File: src/rtl/trap_sequencer_pkg.sv
// Shared encodings for the trap sequencer and the machine-mode CSR unit.
package trap_sequencer_pkg;

  // XLEN width encoding: data width W = 1 << (XLEN + 4).
  localparam logic [1:0] XLEN_32B = 2'd1;
  localparam logic [1:0] XLEN_64B = 2'd2;

  // Exception codes written to mcause.
  localparam int MCAUSE_INSN_MISALIGNED  = 0;
  localparam int MCAUSE_INSN_FAULT       = 1;
  localparam int MCAUSE_ILLEGAL          = 2;
  localparam int MCAUSE_BREAKPOINT       = 3;
  localparam int MCAUSE_LOAD_MISALIGNED  = 4;
  localparam int MCAUSE_LOAD_FAULT       = 5;
  localparam int MCAUSE_STORE_MISALIGNED = 6;
  localparam int MCAUSE_STORE_FAULT      = 7;
  localparam int MCAUSE_ECALL_M          = 11;

  typedef enum logic [1:0] {
    ST_IDLE     = 2'd0,
    ST_FLUSH    = 2'd1,
    ST_COMMIT   = 2'd2,
    ST_REDIRECT = 2'd3
  } trap_state_e;

  typedef enum logic {
    KIND_EXC  = 1'b0,
    KIND_MRET = 1'b1
  } trap_kind_e;

endpackage

File: src/rtl/trap_sequencer.sv
// Trap entry/exit sequencer: arbitrates trap events, then walks
// FLUSH -> COMMIT -> REDIRECT around the machine-mode CSR file.
//
//   state       | meaning
//   ------------+-------------------------------------------------
//   ST_IDLE     | accepting events (E/M exc > mret > F/D exc)
//   ST_FLUSH    | stall + bubble F/D, D/E, E/M
//   ST_COMMIT   | stall, one CSR strobe (trap write or mret)
//   ST_REDIRECT | stall, fetch takes the redirect target
module trap_sequencer
  import trap_sequencer_pkg::*;
#(
  parameter logic [1:0] XLEN     = XLEN_64B,
  parameter int         MCAUSE_W = 4,
  localparam int        W        = 1 << (int'(XLEN) + 4)
) (
  input  logic                i_clk,
  input  logic                i_rst,
  input  logic                i_clk_en,
  input  logic                i_exc_valid_fd,
  input  logic [MCAUSE_W-1:0] i_exc_code_fd,
  input  logic [W-1:0]        i_exc_pc_fd,
  input  logic                i_exc_valid_em,
  input  logic [MCAUSE_W-1:0] i_exc_code_em,
  input  logic [W-1:0]        i_exc_pc_em,
  input  logic [W-1:0]        i_exc_addr_em,
  input  logic                i_mret_e,
  input  logic [W-1:0]        i_mtvec,
  input  logic [W-1:0]        i_mepc,
  output logic                o_busy,
  output logic                o_stall,
  output logic                o_flush,
  output logic                o_trap_we,
  output logic [W-1:0]        o_mepc_wr,
  output logic [W-1:0]        o_mcause_wr,
  output logic [W-1:0]        o_mtval_wr,
  output logic                o_mret_commit,
  output logic                o_redirect_valid,
  output logic [W-1:0]        o_redirect_pc
);

  trap_state_e state_q, state_d;
  trap_kind_e  kind_q, sel_kind;
  logic [W-1:0] epc_q, cause_q, tval_q;
  logic [W-1:0] sel_epc, sel_cause, sel_tval;
  logic         accept;
  logic         em_tval_en, fd_tval_en;

  // Faulting address is only meaningful for load/store misaligned/fault.
  assign em_tval_en = (i_exc_code_em >= MCAUSE_W'(MCAUSE_LOAD_MISALIGNED)) &&
                      (i_exc_code_em <= MCAUSE_W'(MCAUSE_STORE_FAULT));
  // Fetch-side faults report the faulting PC as tval.
  assign fd_tval_en = (i_exc_code_fd == MCAUSE_W'(MCAUSE_INSN_MISALIGNED)) ||
                      (i_exc_code_fd == MCAUSE_W'(MCAUSE_INSN_FAULT)) ||
                      (i_exc_code_fd == MCAUSE_W'(MCAUSE_BREAKPOINT));

  // State and captured trap record; reset aborts any sequence in flight.
  always_ff @(posedge i_clk) begin
    if (!i_rst) begin
      state_q <= ST_IDLE;
      kind_q  <= KIND_EXC;
      epc_q   <= '0;
      cause_q <= '0;
      tval_q  <= '0;
    end else if (i_clk_en) begin
      state_q <= state_d;
      if (accept) begin
        kind_q  <= sel_kind;
        epc_q   <= sel_epc;
        cause_q <= sel_cause;
        tval_q  <= sel_tval;
      end
    end
  end

  // Priority select, next state and state-decoded outputs.
  always_comb begin
    state_d          = state_q;
    accept           = 1'b0;
    sel_kind         = KIND_EXC;
    sel_epc          = '0;
    sel_cause        = '0;
    sel_tval         = '0;
    o_busy           = 1'b0;
    o_stall          = 1'b0;
    o_flush          = 1'b0;
    o_trap_we        = 1'b0;
    o_mret_commit    = 1'b0;
    o_redirect_valid = 1'b0;
    o_redirect_pc    = '0;
    o_mepc_wr        = '0;
    o_mcause_wr      = '0;
    o_mtval_wr       = '0;

    case (state_q)
      ST_IDLE: begin
        if (i_exc_valid_em) begin
          accept    = 1'b1;
          sel_epc   = i_exc_pc_em;
          sel_cause = {{(W-MCAUSE_W){1'b0}}, i_exc_code_em};
          sel_tval  = em_tval_en ? i_exc_addr_em : '0;
        end else if (i_mret_e) begin
          accept   = 1'b1;
          sel_kind = KIND_MRET;
        end else if (i_exc_valid_fd) begin
          accept    = 1'b1;
          sel_epc   = i_exc_pc_fd;
          sel_cause = {{(W-MCAUSE_W){1'b0}}, i_exc_code_fd};
          sel_tval  = fd_tval_en ? i_exc_pc_fd : '0;
        end
        if (accept) state_d = ST_FLUSH;
      end
      ST_FLUSH: begin
        state_d = ST_COMMIT;
        o_busy  = 1'b1;
        o_stall = 1'b1;
        o_flush = 1'b1;
      end
      ST_COMMIT: begin
        state_d       = ST_REDIRECT;
        o_busy        = 1'b1;
        o_stall       = 1'b1;
        o_trap_we     = i_clk_en && (kind_q == KIND_EXC);
        o_mret_commit = i_clk_en && (kind_q == KIND_MRET);
      end
      ST_REDIRECT: begin
        state_d          = ST_IDLE;
        o_busy           = 1'b1;
        o_stall          = 1'b1;
        o_redirect_valid = i_clk_en;
        // Direct mode only: no interrupts, so mtvec mode bits are dropped.
        if (i_clk_en) o_redirect_pc = (kind_q == KIND_EXC) ? (i_mtvec & ~W'(3))
                                                            : (i_mepc & ~W'(1));
      end
      default: state_d = ST_IDLE;
    endcase

    if (o_trap_we) begin
      o_mepc_wr   = epc_q;
      o_mcause_wr = cause_q;
      o_mtval_wr  = tval_q;
    end

    // Outputs are quiet for as long as reset is held, not just after the edge.
    if (!i_rst) begin
      o_busy           = 1'b0;
      o_stall          = 1'b0;
      o_flush          = 1'b0;
      o_trap_we        = 1'b0;
      o_mret_commit    = 1'b0;
      o_redirect_valid = 1'b0;
      o_redirect_pc    = '0;
      o_mepc_wr        = '0;
      o_mcause_wr      = '0;
      o_mtval_wr       = '0;
    end
  end

endmodule

File: config.mk
export PLATFORM = sky130hd
export DESIGN_NAME = trap_sequencer
export DESIGN_NICKNAME = d
export VERILOG_FILES = /design/src/rtl/trap_sequencer_pkg.sv /design/src/rtl/trap_sequencer.sv
export SDC_FILE = /design/constraint.sdc
export NUM_CORES = 1
export LEC_CHECK = 0
export ABC_AREA = 1
export BUFFER_PORTS_ARGS = -buffer_cell sky130_fd_sc_hd__buf_2
export CORE_AREA = 2 2 230 232
export CTS_CLUSTER_SIZE = 20
export DETAILED_ROUTE_END_ITERATION = 7
export DIE_AREA = 0 0 232 234
export PLACE_DENSITY = 0.46
export REMOVE_ABC_BUFFERS = 1
export SYNTH_ARGS = -nofsm -noshare
export SYNTH_HDL_FRONTEND = slang
export SYNTH_SLANG_ARGS = --single-unit
File: constraint.sdc
create_clock -name i_clk -period 3.4 [get_ports i_clk]
set_clock_uncertainty 0.1 [all_clocks]
set_input_delay 0.17 -clock i_clk [delete_from_list [all_inputs] [get_ports i_clk]]
set_output_delay 0.17 -clock i_clk [all_outputs]
set_load 0.005 [all_outputs]
# ---- Yosys cells after proc, flatten, opt, wreduce, memory -nomap -nowiden
# Cells that the tools add are included.
dict set report totals {
  regBits 195
  latch_bits 0
  mem_bits_rw 0
  romBits 0
  input_bits 334
  n_memories 0
}
dict set report classes {
  n_addsub 0
  multipliers 0
  div 0
  magnitude_cmp 2
  n_eq_ne 6
  shift 0
  mux 44
  n_bitwise 1
  n_reduce_logical 10
}
# operator n
set ops {}
lappend ops {{$mux 64} 20}
lappend ops {{$mux 1} 18}
lappend ops {{$mux 4} 4}
lappend ops {{$pmux 2 s4} 1}
lappend ops {{$eq 2x2->1 const B} 2}
lappend ops {{$eq 4x1->1 const B} 1}
lappend ops {{$eq 4x2->1 const B} 1}
lappend ops {{$ge 4x3->1 const B} 1}
lappend ops {{$le 4x3->1 const B} 1}
lappend ops {{$logic_not 4->1} 1}
lappend ops {{$reduce_and 2->1} 2}
lappend ops {{$logic_and 1x1->1} 3}
lappend ops {{$reduce_or 3->1} 1}
lappend ops {{$eq 2x1->1 const B} 1}
lappend ops {{$logic_not 2->1} 1}
lappend ops {{$logic_or 1x1->1} 2}
lappend ops {{$mux 2} 1}
lappend ops {{$ne 2x2->1 const B} 1}
lappend ops {{$not 1->1} 1}

# ---- Depth between registers and ports, before layout
dict set report depth {
  word_depth 8
  ltp_mapped 10
  mapped_depth_nobuf 8
}

# ---- Worst setup path after synthesis
# No wires, ideal clock.
dict set report synth_path {
  path_kind {reg2reg}
  start {register state_q[0]}
  end {register tval_q[55]}
  setup_ns 0.112
  t_arrival_ns 1.281
  t_required_ns 3.188
  path_slack_ns 1.907
  stages_incl_launch_ff 11
  n_path_buf 2
  synth_period_minus_slack_ns 1.493
  path_cell_list {dfxtp_1 inv_1 ha_1 nand2_1 inv_1 nand2_1 buf_4 buf_2 nand2_1 nand2_1 nor2_1}
}
dict set report synth_between {
  elab_chain_len 3
  elab_cells_between_ends 4
  cone_classes {mux (2); reduce/logical (2)}
}
# item line
set synth_rtl {}
lappend synth_rtl {{from (decl)} trap_sequencer.sv:42} ;# trap_state_e state_q, state_d;
lappend synth_rtl {{from (signal assigned)} trap_sequencer.sv:66} ;# state_q <= state_d;
lappend synth_rtl {{$logic_not 2->1 *} trap_sequencer.sv:95} ;# case (state_q)
lappend synth_rtl {{$mux 1} trap_sequencer.sv:95}
lappend synth_rtl {{$reduce_and 2->1 (no line)} -}
lappend synth_rtl {{to (signal assigned)} trap_sequencer.sv:71} ;# tval_q <= sel_tval;
lappend synth_rtl {{to (decl)} trap_sequencer.sv:44} ;# logic [W-1:0] epc_q, cause_q, tval_q;
# Mark *: on every way between the ends. The rest lies on a longest branch, timed or not.
# A chain may end at the register's enable or synchronous reset.

# ---- Worst setup path after layout
dict set report layout_path {
  start {register state_q[1]}
  end {register tval_q[26]}
}
# Same word-level chain as after synthesis.

==> impl_results.md <==
- Run status: finished, final reports clean
- WP data required: 3.68 ns
- HP Start: i_exc_pc_fd[16]
- Worst-path clk slew: 0.06 ns
- Critical Path Fanout Max: 65
- Antenna Nets Post-Route: 0
- Layout cells sized above 1: 24.8%
- Yosys warns: 0
- Area Overhead vs Synth: 63.8%
- Buf+Inv Stages, Crit Path: 4
- Critical path's top delay family: buffers and inverters
- CTS tree: yes
- Fmax: 365 MHz
- Critical Path Slowest Stage Cell: buf_4
- CP max stage delay: 0.73 ns
- CTS Sinks: 135
- IO buf count: 531
- Element type at the critical path end: flip-flop
- Syn avg cell area: 5.67 µm²
- Fillers: 5,840
- Final Max Tran Viols: 0
- First-pass DRT Iterations: 5
- Std-Cell Rows: 84
- Lkg Pwr: 8.46 nW
- # IOs: 596
- CP startpoint: state_q[1]
- GR Util met3: 4.07%
- Storage cell area: 2700 µm²
- Pwr/cell area: 346 nW/µm²
- Die Area: 54,300 µm²
- Final nets: 2,717
- Dpl hpwl: 34,900 µm
- Max clock buf depth: 2
- Worst reg-to-reg path cell count: 9
- Post-Syn Instances: 1,687
- Most frequent cell on the critical path: nor2_1
- Post-route setup slack: 0.657 ns
- Maximum number of pins on one net before global-route repair: 127
- # DRC: 0
- WL final: 50,800 µm
- Worst min path class: input pin to flip-flop
- First-pass GRT wire length: 72,600 µm
- Worst relative slew slack: 33.5%
- Critical path class: flip-flop to flip-flop
- Setup violators final: 0
- RSZ-0062 raised after global routing: no
- Place WS: 1.15 ns
- Max-cap viol count: 0
- Final Hold Viols: 0
- Final period util: 80.7%
- Busiest grt layer: met2
- Chip Width: 232 µm
- Critical Path, Cell by Cell: inv_1 -> ha_1 -> nand2_1 -> clkinv_2 -> buf_4 -> nand3_1 -> nor2_1 -> dlygate4sd3_1 -> nor2_1
- Core footprint: 52,000 µm²
- Initial antenna violation count: 3
- Global-route usage over all layers: 17.9%
- 1st-iter DRT viols: 601
- GR Overflow Total: 0
- Mapped Area: 9570 µm²
- CTS root buf: clkbuf_16
- Routability cong.: 0.852
- WP depth: 9
- Type of origin of the critical path: flip-flop
- Via density: 4.29
- Least-Margin Pin Slew: 0.998 ns
- Fin util: 30.1%
- Multi-input gate area: 5450 µm²
- RR Startpoint: state_q[1]
- Maximum VDD drop: 0.000212 V
- Vias in the first global route: 12,700
- H-tree levels: 4
- Routed vias: 13,200
- Yosys reg bits: 135
- Fin crit period: 2.74 ns
- Seq/Total Area, Yosys: 28.2%
- WP data arrival: 3.02 ns
- Routed length per instance: 16.5 µm
- Synth cell types: 21
- Clk_lat worst skew: 0.48 ns
- Initial cell density of the core: 18.4%
- CTS buffer count: 17
- Met2 global-route usage: 31.7%
- Hold Path Stages: 5
- Chip height: 234 µm
- Met1 Resource Use GR: 19.0%
==> power by group <==
part | total [mW] | switching [mW] | internal [mW]
Clock | 2.04 | 0.808 | 1.23
Sequential | 1.79 | 0.0411 | 1.75
Combinational | 1.59 | 0.878 | 0.716
==> layout by cell type (no fill, tap or decap), types with 5 or more instances in the layout <==
cell,synthesis,final
a22oi_1,62,62
nand2_1,410,407
nand4_1,64,64
buf_12,0,9
nor2_1,530,530
buf_2,46,528
clkbuf_16,0,17
dlygate4sd3_1,0,254
dfxtp_1,135,135
conb_1,1,61
inv_1,141,140
buf_4,79,16
clkinv_4,0,5
nand3_1,134,134
==> worst min-delay path, cell delays in order <==
cell	delay, ns
buf_2	0.10
nand3_1	0.11
nor2_1	0.05
nor2_1	0.09
nor2_1	0.04
==> per-layer routing <==
layer  routed length [µm]  share of wire [%]
met5                   13              0.026
met2                25000                 49
met4                 3140                6.2
met3                 3300                6.5
met1                19300                 38
==> through the flow <==
stage | power (mW) | hold slack [ns] | cell area [µm²] | TNS [ns] | cells
floorplan | 2.58 | 0.190 | 8660 | -342.30 | 1553
global route | 5.78 | 0.0426 | 15700 | 0 | 3081
detailed placement | 3.11 | 0.404 | 12500 | 0 | 2794
CTS | 5.51 | 0.00250 | 15700 | 0 | 3080
global placement | 3.10 | 0.390 | 12500 | 0 | 2794
finish | 5.43 | 0.0348 | 15700 | 0 | 3081
==> final timing paths <==
check / slack [ns] / endpoint
worst max-delay path: 0.66 / tval_q[26]
worst min-delay path: 0.03 / tval_q[16]
worst max register to register: 0.66 / tval_q[26]
worst min register to register: 0.42 / epc_q[4]
==> registers in the layout, summed over array words and instances (netlist names) <==
| name | cells |
|---|---|
| epc_q | 64 |
| tval_q | 64 |
| cause_q | 4 |
| state_q | 2 |
| kind_q | 1 |
==> area by class of cell <==
cell class | count | share of cell area (%)
multi-input cells | 1274 | 34.8
repair buffers | 807 | 35.0
flip-flops and latches | 135 | 17.2
clock buffers | 23 | 3.11
clock inverters | 9 | 0.902
diodes | 1 | 0.0160
well taps | 688 | 5.49
inverters | 144 | 3.46
==> cells in the mapped netlist <==
master | n | area share (%)
nor2_1 | 530 | 21
nand2_1 | 410 | 16
inv_1 | 141 | 5.5
dfxtp_1 | 135 | 28
nand3_1 | 134 | 7.0
buf_4 | 79 | 6.2
nand4_1 | 64 | 4.2
a22oi_1 | 62 | 4.9
buf_2 | 46 | 2.4
clkbuf_1 | 46 | 1.8
buf_1 | 16 | 0.63
buf_6 | 7 | 0.82
ha_1 | 4 | 0.52
a21oi_1 | 3 | 0.16
inv_2 | 3 | 0.12
nor2_4 | 2 | 0.24
conb_1 | 1 | 0.039
nand3_2 | 1 | 0.10
nand3b_1 | 1 | 0.078
o21a_1 | 1 | 0.078
o21ai_2 | 1 | 0.092
==> cell families (layout without fill, tap and decap cells) <==
group                    after synthesis  after routing  share of synthesized area (%)
buffers and inverters                338            983                           17.5
adder cells (fa/ha/maj)                4              4                          0.523
other                                  1             62                         0.0392
flip-flops                           135            135                           28.2
AO/OA/AOI/OAI                         67             67                           5.19
AND/OR/NAND/NOR                     1142           1142                           48.5
==> repair_timing <==
action	4_1_cts	5_1_grt
buffers inserted	0	0
hold buffers	254	0
gates resized for setup	0	0
hold endpoints to repair	135	0
Note: power is estimated with default switching activity, not from simulation.
